==> config.mk <==
export PLATFORM = sky130hd
export DESIGN_NAME = apb3_rr_master
export DESIGN_NICKNAME = d
export VERILOG_FILES = /design/src/rtl/apb3_master_pkg.sv /design/src/rtl/apb3_rr_master_rr_arbiter.sv /design/src/rtl/apb3_rr_master.sv
export SDC_FILE = /design/constraint.sdc
export NUM_CORES = 1
export LEC_CHECK = 0
export ABC_CLOCK_PERIOD_IN_PS = 3400
export BUFFER_PORTS_ARGS = -buffer_cell sky130_fd_sc_hd__buf_2
export CORE_MARGIN = 5
export CORE_UTILIZATION = 44
export DETAILED_ROUTE_END_ITERATION = 12
export GPL_TIMING_DRIVEN = 0
export PLACE_DENSITY = 0.86
export SLEW_MARGIN = 20
export SYNTH_ARGS = -nofsm -noshare
export SYNTH_HDL_FRONTEND = slang
export SYNTH_SLANG_ARGS = --single-unit
==> constraint.sdc <==
create_clock -name clk -period 3.4 [get_ports clk]
set_clock_uncertainty 0.2 [all_clocks]
set_input_delay 0.34 -clock clk [delete_from_list [all_inputs] [get_ports clk]]
set_output_delay 0.34 -clock clk [all_outputs]
set_load 0.01 [all_outputs]
==> src/rtl/apb3_master_pkg.sv <==
// Shared types and round-robin helper for the APB3 round-robin master.
// State encoding, requester limit and next-grant search.
package apb3_master_pkg;

  typedef enum logic [1:0] {
    IDLE,
    SETUP,
    ACCESS,
    RESP
  } state_e;

  localparam int MAX_REQ = 8;
  localparam int MAX_IW  = 3;

  // Searches upward from last+1; the last grantee has lowest priority.
  function automatic logic [MAX_IW-1:0] rr_next(
    input logic [MAX_REQ-1:0] req,
    input logic [MAX_IW-1:0]  last,
    input int                 n
  );
    int j;
    rr_next = last;
    for (int k = MAX_REQ; k >= 1; k--) begin
      j = (int'(last) + k) % n;
      if (k <= n && req[j[MAX_IW-1:0]])
        rr_next = j[MAX_IW-1:0];
    end
  endfunction

endpackage

==> src/rtl/apb3_rr_master_rr_arbiter.sv <==
// Combinational round-robin arbiter: one-hot grant plus encoded index.
// Grants nothing while disabled or when no request is pending.
module rr_arbiter
  import apb3_master_pkg::*;
#(
  parameter int N = 3
) (
  input  logic [N-1:0]         req_i,
  input  logic [$clog2(N)-1:0] last_i,
  input  logic                 en_i,
  output logic [N-1:0]         gnt_o,
  output logic [$clog2(N)-1:0] idx_o
);

  localparam int IW = $clog2(N);

  logic [MAX_IW-1:0] idx;

  assign idx   = rr_next(MAX_REQ'(req_i), MAX_IW'(last_i), N);
  assign idx_o = IW'(idx);
  assign gnt_o = (en_i && |req_i) ? (N'(1) << idx_o) : '0;

endmodule

==> src/rtl/apb3_rr_master.sv <==
// Round-robin APB3 master sharing one slave port among NUM_REQ requesters.
// Define APB3_RR_MASTER_TIMEOUT_EN to abort hung ACCESS phases.
module apb3_rr_master
  import apb3_master_pkg::*;
#(
  parameter int NUM_REQ        = 3,
  parameter int ADDR_WIDTH     = 16,
  parameter int DATA_WIDTH     = 32,
  parameter int TIMEOUT_CYCLES = 255
) (
  input  logic                          clk,
  input  logic                          resetn,
  input  logic [NUM_REQ-1:0]            req_valid,
  output logic [NUM_REQ-1:0]            req_ready,
  input  logic [NUM_REQ-1:0]            req_write,
  input  logic [NUM_REQ*ADDR_WIDTH-1:0] req_addr,
  input  logic [NUM_REQ*DATA_WIDTH-1:0] req_wdata,
  output logic [NUM_REQ-1:0]            rsp_valid,
  output logic [DATA_WIDTH-1:0]         rsp_rdata,
  output logic                          rsp_err,
  output logic [ADDR_WIDTH-1:0]         PADDR,
  output logic                          PSEL,
  output logic                          PENABLE,
  output logic                          PWRITE,
  output logic [DATA_WIDTH-1:0]         PWDATA,
  input  logic                          PREADY,
  input  logic [DATA_WIDTH-1:0]         PRDATA,
  input  logic                          PSLVERROR
);

  localparam int IW = $clog2(NUM_REQ);

  if (NUM_REQ < 2 || NUM_REQ > MAX_REQ) begin : g_bad_n
    $error("NUM_REQ must be 2..8");
  end
  if (TIMEOUT_CYCLES < 1) begin : g_bad_to
    $error("TIMEOUT_CYCLES must be >= 1");
  end

  state_e                state_q, state_d;
  logic [IW-1:0]         last_q, last_d;
  logic [IW-1:0]         gidx_q, gidx_d;
  logic [ADDR_WIDTH-1:0] addr_q, addr_d;
  logic [DATA_WIDTH-1:0] wdata_q, wdata_d;
  logic                  write_q, write_d;
  logic                  psel_q, psel_d;
  logic                  pen_q, pen_d;
  logic [NUM_REQ-1:0]    rspv_q, rspv_d;
  logic [DATA_WIDTH-1:0] rdata_q, rdata_d;
  logic                  err_q, err_d;

  logic [NUM_REQ-1:0]    gnt;
  logic [IW-1:0]         gidx_arb;
  logic                  timeout;

`ifdef APB3_RR_MASTER_TIMEOUT_EN
  localparam int CW = $clog2(TIMEOUT_CYCLES + 1);

  logic [CW-1:0] cnt_q, cnt_d;

  always_comb begin
    cnt_d = cnt_q;
    if (state_q == SETUP)
      cnt_d = '0;
    else if (state_q == ACCESS && !PREADY)
      cnt_d = cnt_q + 1'b1;
  end

  always_ff @(posedge clk or negedge resetn) begin
    if (!resetn) cnt_q <= '0;
    else         cnt_q <= cnt_d;
  end

  // This cycle would be the TIMEOUT_CYCLES-th stalled ACCESS cycle.
  assign timeout = (state_q == ACCESS) && !PREADY &&
                   (cnt_q == CW'(TIMEOUT_CYCLES - 1));
`else
  assign timeout = 1'b0;
`endif

  rr_arbiter #(
    .N (NUM_REQ)
  ) u_arb (
    .req_i  (req_valid),
    .last_i (last_q),
    .en_i   (state_q == IDLE),
    .gnt_o  (gnt),
    .idx_o  (gidx_arb)
  );

  always_comb begin
    state_d = state_q;
    last_d  = last_q;
    gidx_d  = gidx_q;
    addr_d  = addr_q;
    wdata_d = wdata_q;
    write_d = write_q;
    rdata_d = rdata_q;
    err_d   = err_q;
    unique case (state_q)
      IDLE: begin
        if (|req_valid) begin
          gidx_d  = gidx_arb;
          addr_d  = req_addr[int'(gidx_arb)*ADDR_WIDTH +: ADDR_WIDTH];
          wdata_d = req_wdata[int'(gidx_arb)*DATA_WIDTH +: DATA_WIDTH];
          write_d = req_write[gidx_arb];
          state_d = SETUP;
        end
      end
      SETUP: state_d = ACCESS;
      ACCESS: begin
        if (PREADY) begin
          rdata_d = write_q ? '0 : PRDATA;
          err_d   = PSLVERROR;
          state_d = RESP;
        end else if (timeout) begin
          rdata_d = '0;
          err_d   = 1'b1;
          state_d = RESP;
        end
      end
      RESP: begin
        last_d  = gidx_q;
        state_d = IDLE;
      end
      default: state_d = IDLE;
    endcase
    psel_d = (state_d == SETUP) || (state_d == ACCESS);
    pen_d  = (state_d == ACCESS);
    rspv_d = (state_d == RESP) ? (NUM_REQ'(1) << gidx_d) : '0;
  end

  always_ff @(posedge clk or negedge resetn) begin
    if (!resetn) begin
      state_q <= IDLE;
      last_q  <= IW'(NUM_REQ - 1);
      gidx_q  <= '0;
      addr_q  <= '0;
      wdata_q <= '0;
      write_q <= 1'b0;
      psel_q  <= 1'b0;
      pen_q   <= 1'b0;
      rspv_q  <= '0;
      rdata_q <= '0;
      err_q   <= 1'b0;
    end else begin
      state_q <= state_d;
      last_q  <= last_d;
      gidx_q  <= gidx_d;
      addr_q  <= addr_d;
      wdata_q <= wdata_d;
      write_q <= write_d;
      psel_q  <= psel_d;
      pen_q   <= pen_d;
      rspv_q  <= rspv_d;
      rdata_q <= rdata_d;
      err_q   <= err_d;
    end
  end

  assign req_ready = gnt;
  assign rsp_valid = rspv_q;
  assign rsp_rdata = rdata_q;
  assign rsp_err   = err_q;
  assign PADDR     = addr_q;
  assign PSEL      = psel_q;
  assign PENABLE   = pen_q;
  assign PWRITE    = write_q;
  assign PWDATA    = wdata_q;

endmodule

==> results.ini <==
[outcome]
outcome=completed

[layout]
drive_gt1_frac=0.454
area_delta_synth_final_pct=43.3
finalNonFillerCells=904
design_area_sq_um=6800
fin_nets=957

[power_and_ir_drop]
internal_power_uw=4150
power_density_nw_per_um2=1130
pwr-share-clk=0.099
peakVddDrop_mv=0.758
power_frac_seq=0.251
p_leak_uw=0.00356
combPwrFrac=0.651
switching_power_uw=3550
switching_share=0.461

[yosys]
yosysWarnings=0
synth_edf_count=0
yosysSeqAreaShare=0.491
ys_async_sr_fraction=1.00
synth_top_area_share=0.485
yosysTopAreaCell=dfrtp_1
synth_ff_type=dfrtp_1
synth_area_leaders=dfrtp_1 (48%), mux2i_1 (10%), a32oi_1 (8.9%)
synth-seq-cells=93
synthesis.nets=651
yosys.cell_types.count=42
synthCells=451
synth_area_per_cell_sq_um=10.5
netlist_area_sq_um=4750

[worst_setup_path]
cpMostUsedCell=buf_6
slowest_stage=dfstp_2
startpoint_type=flip-flop
worst-path-buf-inv=5
cp.required_ns=2.86
cp-startpoint=last_q[1]
cp_top_family=simple AND/OR/NAND/NOR gates
cp_cell_sequence=inv_2 -> ha_1 -> buf_6 -> or3b_4 -> and3_4 -> a21oi_4 -> o22a_2 -> buf_6 -> nand2_1 -> inv_1 -> buf_2
cp_max_fo=15
cp-end-kind=output port
path_class=flip-flop to output port
arrival_ns=2.75
max_stage_delay_ns=0.55
r2r-start=last_q[1]

[placed_design]
numPlacedInstances=867
placed_area_sq_um=6330
dpl.hpwl_um=12600
place_congestion=0.853
port_buffers=275

[die]
initial_utilization=0.444
rows=38
die_w_um=114
die_h_um=114
core_sq_um=10700
die_area_sq_um=13000
ios=276

[clocking]
cts_inserted_buffers=9
htreeDepth=3
root_buffer=clkbuf_8
clock_latency_ns=0.35
numClockSinks=93
cts_tree=done
clock_path_buffers=2
clk_pin_slew_ns=0.08

[route]
drtIter0Drc=248
routed-via-count=4950
detail-route-antenna-nets=0
routed_via_density=5.48
drt-total-wl_um=16900
firstDrtPassIters=5
route.detailed.drc=0
wl_per_cell_um=18.7

[global_route]
globalRouteOverflowTotal=0
grt_pass1_vias=4989
grt_pass1_wl_um=25400
antenna_found_initial=2
grt_max_degree=51
grt_usage=0.250

[min_path]
hold_start=PSLVERROR
hold_path.class=primary input to flip-flop

[timing]
rsz0062_at_grt=true
setup_tns_ns=0
fin_crit_ns=3.29
hold_violations=0
slew_headroom=0.530
max_freq_ghz=0.304
slew_violations=0
fin_crit_sh=0.969
whs_ns=0.0315
tightest_slew_ns=0.705
setup_viol=0

[job]
maxCapViolations=0

[cell families after synthesis]
family                   after synthesis  synth area share
multiplexers                          52             0.110
AND/OR/NAND/NOR                       95             0.108
flip-flops                            93             0.491
adder cells (fa/ha/maj)               14            0.0369
buffers and inverters                 45            0.0419
AO/OA/AOI/OAI                        152             0.212
[worst register-to-register path: cells and delay by family, from the launching register on]
family                     cells  cell delay (ns)
and+or+nand+nor                2             0.52
adders and majority gates      1             0.29
AOI/OAI and AO/OA              3             0.45
muxes                          1             0.36
buffers and inverters          4             0.75
DFF                            1             0.55
[synth_stat cells, types with 2 or more instances]
library cell / n
a21oi_1: 6
a32oi_1: 48
and2_1: 2
buf_2: 12
buf_4: 4
clkbuf_1: 20
dfrtp_1: 92
ha_1: 14
inv_1: 8
mux2_2: 2
mux2i_1: 49
nand2_1: 37
nand2b_1: 35
nand3_1: 3
nor2_1: 5
nor2b_1: 3
nor3_1: 2
o21a_1: 3
o21ai_0: 35
o21ai_1: 48
o22a_1: 2
[metal layers]
| metal | wire length, um | up-vias | track usage |
|---|---|---|---|
| li1 | - | 2274 | - |
| met1 | 6360 | 2367 | 0.291 |
| met2 | 8500 | 255 | 0.433 |
| met3 | 1360 | 54 | 0.0631 |
| met4 | 659 | 0 | 0.112 |
| met5 | 0 | - | 0 |
[layout by cell type (no fill, tap or decap), types with 2 or more instances in the layout]
cell type and instances:
nand2_1 37, nand2b_1 35, nor2b_1 2, o21a_1 3, buf_4 18, a21oi_1 5
buf_2 285, ha_2 2, a21oi_4 2, mux2i_1 49, dlygate4sd3_1 2, nand3_1 2
inv_1 7, clkbuf_8 11, nor2_1 4, o21ai_0 35, dfrtp_1 91, clkbuf_1 22
nor3_1 2, buf_6 4, a32oi_1 48, mux2_2 2, diode_2 2, o21ai_1 48
ha_1 12
[state kept, by name, indices dropped and copies added, names as in the netlist]
signal     cells
PADDR         16
PWDATA        32
rsp_rdata     32
PSEL           1
state_q        2
rsp_err        1
last_q         2
PENABLE        1
PWRITE         1
rsp_valid      3
gidx_q         2
[repair_timing]
item / 4_1_cts / 5_1_grt
gates resized for setup: 23 / 8
hold buffers: 2 / 0
cloned: 0 / 0
buffers inserted: 7 / 11
endpoints found under the setup margin: 11 / 4
endpoints found under the hold margin: 43 / 0
pin swaps: 4 / 5
[power groups by stage]
stage                     sequential, uW  combinational [uW]  clock [uW]
after floorplan                     2150                2670           0
after global placement              1930                4290           0
after detailed placement            1950                4410           0
after CTS                           1930                4760         777
after global routing                2000                5420         825
final                               1930                5010         761
[layout make-up]
class | instances | area, sq um
inverter | 8 | 30.0
clock buffer | 13 | 159
timing repair buffer | 296 | 1570
multi-input combinational | 313 | 2310
buffer | 36 | 183
antenna | 2 | 5.00
fill | 917 | 3900
clock inverter | 3 | 43.8
tap | 140 | 175
sequential | 93 | 2330
[metrics by stage]
step / setup WS (ns) / utilization / power, uW
floorplan: 0.422 / - / 4820
global placement: -0.212 / 0.589 / 6220
detailed placement: -0.289 / 0.592 / 6360
CTS: 0.00287 / 0.627 / 7460
global route: -0.0467 / 0.636 / 8250
finish: 0.107 / 0.636 / 7700
[final timing paths]
kind	to	slack [ns]	cells past startpoint
setup / recovery	req_ready[2]	0.11	11
hold reg to reg	rsp_rdata[4]	0.28	2
setup reg to reg	PADDR[9]	0.18	11
max in group asynchronous	PWRITE	2.13	3
hold / removal	rsp_err	0.03	2
min in group asynchronous	PADDR[6]	0.26	2
Note: power is estimated with default switching activity, not from simulation.
